File: src/rtl/pipe_pkg.sv
// Shared pipeline definitions: next-PC source codes, bubble encoding and fetch FSM states.
package pipe_pkg;

  localparam logic [1:0] PCSRC_SEQ = 2'b00;
  localparam logic [1:0] PCSRC_BR  = 2'b01;
  localparam logic [1:0] PCSRC_JR  = 2'b10;
  localparam logic [1:0] PCSRC_J   = 2'b11;

  localparam logic [31:0] INST_NOP = 32'h0000_0000;

  typedef enum logic [1:0] {
    FETCH = 2'd0,
    HOLD  = 2'd1,
    DROP  = 2'd2
  } fetch_state_e;

endpackage

File: src/rtl/pipeif_npc.sv
// Next-PC selector: sequential pc+4 or one of decode's branch/jr/jump targets.
module pipeif_npc
  import pipe_pkg::*;
(
  input  logic [31:0] pc,
  input  logic [31:0] bpc,
  input  logic [31:0] rpc,
  input  logic [31:0] jpc,
  input  logic [1:0]  pcsource,
  output logic [31:0] npc
);

  always_comb begin
    npc = pc + 32'd4;
    unique case (pcsource)
      PCSRC_SEQ: npc = pc + 32'd4;
      PCSRC_BR:  npc = bpc;
      PCSRC_JR:  npc = rpc;
      PCSRC_J:   npc = jpc;
      default:   npc = pc + 32'd4;
    endcase
  end

endmodule

File: src/rtl/pipeif_fetch.sv
// Fetch stage with PC register, ready-based imem handshake and IF/ID register.
// Optional bubble counter output enabled by defining IF_PERF_CNT_EN.
module pipeif_fetch
  import pipe_pkg::*;
#(
  parameter logic [31:0] RESET_PC = 32'h0000_0000
) (
  input  logic        clock,
  input  logic        reset,
`ifdef IF_PERF_CNT_EN
  output logic [31:0] if_bubble_cnt,
`endif
  input  logic [31:0] bpc,
  input  logic [31:0] jpc,
  input  logic [31:0] rpc,
  input  logic [1:0]  pcsource,
  input  logic        wpcir,
  input  logic        flush,
  output logic        imem_req,
  output logic [31:0] imem_addr,
  input  logic [31:0] imem_rdata,
  input  logic        imem_ready,
  output logic [31:0] pc,
  output logic [31:0] dpc4,
  output logic [31:0] dinst,
  output logic        dflush
);

  fetch_state_e r_state;
  logic [31:0]  r_pc;
  logic [31:0]  r_dpc4;
  logic [31:0]  r_dinst;
  logic         r_dflush;
  logic [31:0]  r_redir_pc;
  logic [31:0]  r_hold_inst;

  logic [31:0]  w_npc;
  logic [31:0]  w_pc4;
  logic [31:0]  w_cur_inst;
  logic         w_avail;
  logic         w_redirect;
  logic         w_bubble;

  pipeif_npc u_npc (
    .pc       (r_pc),
    .bpc      (bpc),
    .rpc      (rpc),
    .jpc      (jpc),
    .pcsource (pcsource),
    .npc      (w_npc)
  );

  assign w_pc4      = r_pc + 32'd4;
  assign w_avail    = ((r_state == FETCH) && imem_ready) || (r_state == HOLD);
  assign w_cur_inst = (r_state == HOLD) ? r_hold_inst : imem_rdata;
  assign w_redirect = (pcsource != PCSRC_SEQ);
  assign w_bubble   = !w_avail && wpcir;

  always_ff @(posedge clock) begin
    if (reset) begin
      r_state     <= FETCH;
      r_pc        <= RESET_PC;
      r_dpc4      <= 32'd0;
      r_dinst     <= INST_NOP;
      r_dflush    <= 1'b0;
      r_redir_pc  <= 32'd0;
      r_hold_inst <= INST_NOP;
    end else if (w_avail && wpcir) begin
      r_dinst  <= w_cur_inst;
      r_dpc4   <= w_pc4;
      r_dflush <= flush;
      r_pc     <= w_npc;
      r_state  <= FETCH;
    end else if (w_avail) begin
      // Decode stalled with a fresh response: park it so the bus can go idle.
      if (r_state == FETCH) begin
        r_hold_inst <= imem_rdata;
        r_state     <= HOLD;
      end
    end else begin
      if (wpcir) begin
        r_dinst  <= INST_NOP;
        r_dflush <= 1'b0;
        if (w_redirect) begin
          r_redir_pc <= w_npc;
          if (r_state == FETCH) begin
            r_state <= DROP;
          end
        end
      end
      // Stale response retires the DROP; a redirect arriving this same cycle wins.
      if ((r_state == DROP) && imem_ready) begin
        r_pc    <= (wpcir && w_redirect) ? w_npc : r_redir_pc;
        r_state <= FETCH;
      end
    end
  end

`ifdef IF_PERF_CNT_EN
  logic [31:0] r_bubble_cnt;

  always_ff @(posedge clock) begin
    if (reset) begin
      r_bubble_cnt <= 32'd0;
    end else if (w_bubble) begin
      r_bubble_cnt <= r_bubble_cnt + 32'd1;
    end
  end

  assign if_bubble_cnt = r_bubble_cnt;
`else
  logic w_unused_bubble;
  assign w_unused_bubble = w_bubble;
`endif

  assign imem_req  = (r_state != HOLD);
  assign imem_addr = r_pc;
  assign pc        = r_pc;
  assign dpc4      = r_dpc4;
  assign dinst     = r_dinst;
  assign dflush    = r_dflush;

endmodule

File: config.mk
export PLATFORM = sky130hd
export DESIGN_NAME = pipeif_fetch
export DESIGN_NICKNAME = d
export VERILOG_FILES = /design/src/rtl/pipe_pkg.sv /design/src/rtl/pipeif_npc.sv /design/src/rtl/pipeif_fetch.sv
export SDC_FILE = /design/constraint.sdc
export NUM_CORES = 1
export LEC_CHECK = 0
export ABC_AREA = 1
export CORE_MARGIN = 5
export CORE_UTILIZATION = 51
export CTS_CLUSTER_SIZE = 30
export DETAILED_ROUTE_END_ITERATION = 8
export PLACE_DENSITY = 0.87
export SYNTH_ARGS = -nofsm -noshare
export SYNTH_HDL_FRONTEND = slang
export SYNTH_SLANG_ARGS = --single-unit
File: constraint.sdc
create_clock -name clock -period 2.86 [get_ports clock]
set_input_delay 0.715 -clock clock [delete_from_list [all_inputs] [get_ports clock]]
set_output_delay 0.715 -clock clock [all_outputs]
set_load 0.05 [all_outputs]
==> results of run 1 <==
[per-stage QoR]
stage | instance area [µm²] | worst slack, ns | utilization [%]
after global routing | 11400 | 0.216 | 71.9
after detailed placement | 10900 | 0.221 | 68.4
after floorplan | 8250 | 0.814 | -
final | 11400 | 0.260 | 71.9
after CTS | 11400 | 0.276 | 71.9
after global placement | 10900 | 0.257 | 68.4
[worst max-delay path by stage]
stage,startpoint,end
final,imem_addr[15],pc[15]
after floorplan,imem_addr[2],r_redir_pc[26]
after global routing,imem_addr[15],pc[15]
after global placement,pcsource[1],imem_addr[14]
after detailed placement,pcsource[1],imem_addr[14]
after CTS,imem_addr[16],pc[16]
[state kept, by name, indices dropped and copies added, names as in the netlist, named ones only]
name	flops
dpc4	32
dflush	1
r_state	1
r_hold_inst	32
imem_addr	32
r_redir_pc	32
dinst	32
[routing by layer]
layer | wire length [µm] | vias up | track usage [%]
met5 | 0 | - | 0
met4 | 1030 | 0 | 12.6
met3 | 2620 | 89 | 7.34
met2 | 13200 | 463 | 47.1
met1 | 11300 | 4173 | 37.1
li1 | - | 4363 | -
[cell type report]
cell class / count / share of cell area (%)
clock buffers: 19 / 3.96
clock inverters: 13 / 0.996
repair buffers: 289 / 25.3
multi-input cells: 838 / 35.3
well taps: 216 / 2.37
flip-flops and latches: 163 / 28.6
inverters: 105 / 3.48
[cells by family after synthesis]
logic type,synth area share [%]
fa+ha+maj,0.152
simple gates,29.0
compound gates,18.3
buf+inv,11.6
xor+xnor,1.38
flops,39.5
[power by group through the flow]
stage,clock [mW],sequential [mW],combinational [mW]
after floorplan,0,2.91,0.853
after global placement,0,2.66,1.72
after detailed placement,0,2.66,1.75
after CTS,2.21,2.61,1.76
after global routing,2.31,2.64,1.89
final,2.20,2.62,1.77
[Yosys cell counts (2+ instances only)]
cell,count
buf_4,40
a221oi_1,3
nand2_1,228
buf_1,2
a22o_1,7
nor2_1,193
nor2_4,5
nand2_2,3
xnor2_1,6
clkbuf_1,40
o21ai_1,22
nand4_1,13
nand3b_1,3
buf_2,21
o211ai_1,25
inv_1,91
nand3_1,112
o21ai_2,2
dfxtp_1,163
clkinv_1,6
o21ai_0,87
a21oi_1,65
o31ai_1,32
xor2_1,7
a211oi_1,4
nor2_2,4
o21bai_1,3
inv_2,7
a31oi_1,5
==> run metrics, run 1 <==
cts hold-fix bufs 0; Avg Cell Area, Syn 6.83 µm²; yosys warns 0; Fin. Hold Viols 0; Starting Density 52.0%; Seq/Total Area, Yosys 39.5%; IO Port Bufs 264; Num Clock Sinks 163; Synth area leader dfxtp_1; Worst VDD drop 476 µV; most frequent cells in the layout clkdlybuf4s50_1 (263), nand2_1 (228), nor2_1 (193); clk slew on worst S/H paths 0.07 ns; WS Path Type reg -> out; DRT iter0 DRCs 861; Design Power 6.58 mW; antenna violations before repair 0; gr usage total 29.2%; CTS resizes 0; vias in the first global route 8430; Primary FF master, synth dfxtp_1; Mapped Cells 1209; Area Overhead vs Synth 38.4%; reg-to-reg critical path endpoint imem_addr[14]; global-route wire length before repair 43300 µm; leak pwr 4.56 nW; Non-Filler Instances 1643; max frequency 0.385 GHz; Net Sw Power 2.30 mW; crit-path max FO 6; Setup Buffers After CTS 0; Worst Setup End Kind primary output; Logic pwr share 26.9%; top post-synthesis cells by area dfxtp_1 (40%), nand2_1 (10%), nor2_1 (8.8%), nand3_1 (6.8%), o21ai_0 (5.3%); DP Wirelength 20500 µm; WP data required 2.14 ns; CP peak stage delay 0.94 ns; Mapped Area 8250 µm²; critical path's slowest cell clkdlybuf4s50_1; dpl cells 1611; GRT overflow 0; Top delay family on crit path buffers and inverters; Final Cycle Share 90.9%; Hold Path Cell Cnt 2; Async SR Flop Fraction 0%; share of power burned in the clock network 33.4%; cell-internal power 4.28 mW; remaining antenna violation count 0; Fill cells 1258; die area 18800 µm²; NumNets Final 1550; cts bufs inserted 17; Final min period 2.60 ns; RSZ-0062 raised after global routing false; CORE AREA 15900 µm²; 1st-pass router iterations 5; gpl congestion 0.959; CTS H-tree lvls 4; Avg WL per Cell 17.1 µm; Hold Path Class reg -> reg; Cell Pwr Density 576 nW/µm²; commonest non-fill, non-tap cell in the layout clkdlybuf4s50_1; R2R setup slack 0.65 ns; Hold WS 0.467 ns; Fin Setup TNS 0 ns; Detailed Route WL 28100 µm; Worst Max-Slew Pin Slew 0.796 ns; Flop pwr share 39.8%; synth unique cells 39; WP data arrival 1.89 ns; FF+latch area 3260 µm²; Site Rows 46; multi-input logic area 4040 µm²; die width 137 µm; share of layout cells above drive strength 1 5.96%; via count 9088; Clk Tree Root Cell clkbuf_16; slew margin rel. 46.9%; pin count of the biggest net entering global routing 62; CTS max path bufs 2; vias per std cell 5.53; reg2reg start imem_addr[2]; Critical Path, Cell by Cell clkdlybuf4s50_1; syn_nets 1345; Slew Viols, Final 0; hold endpoint r_redir_pc[2]; Sw Ratio 35.0%; number of synthesized flops with an enable pin 0; depth of the most critical reg-to-reg path 10; I/O pins 265; CP Buf/Inv Count 1; WP depth 1; clock latency on the worst-skew pair 0.43 ns; element type at the critical path start flip-flop; Die H 137 µm; Worst Skew 0.00667 ns; # Max-Cap Violations 0; post-synth top area share 39.5%; n_diodes 0; Hold Startpoint r_redir_pc[2]; Yosys reg bits 163; drt drc 0; status complete, no violations; CTS tree done; Setup violations, final 0
(Power assumes the default switching activity.)
==> inputs of run 2 (changes only) <==
--- a/config.mk
+++ b/config.mk
@@ -8,6 +8,7 @@
 export ABC_AREA = 1
 export CORE_MARGIN = 5
 export CORE_UTILIZATION = 51
+export CTS_CLUSTER_DIAMETER = 150
 export CTS_CLUSTER_SIZE = 30
 export DETAILED_ROUTE_END_ITERATION = 8
 export PLACE_DENSITY = 0.87
==> results of run 2 <==
No change in the layout: final DEF, timing and power equal those of run 1.
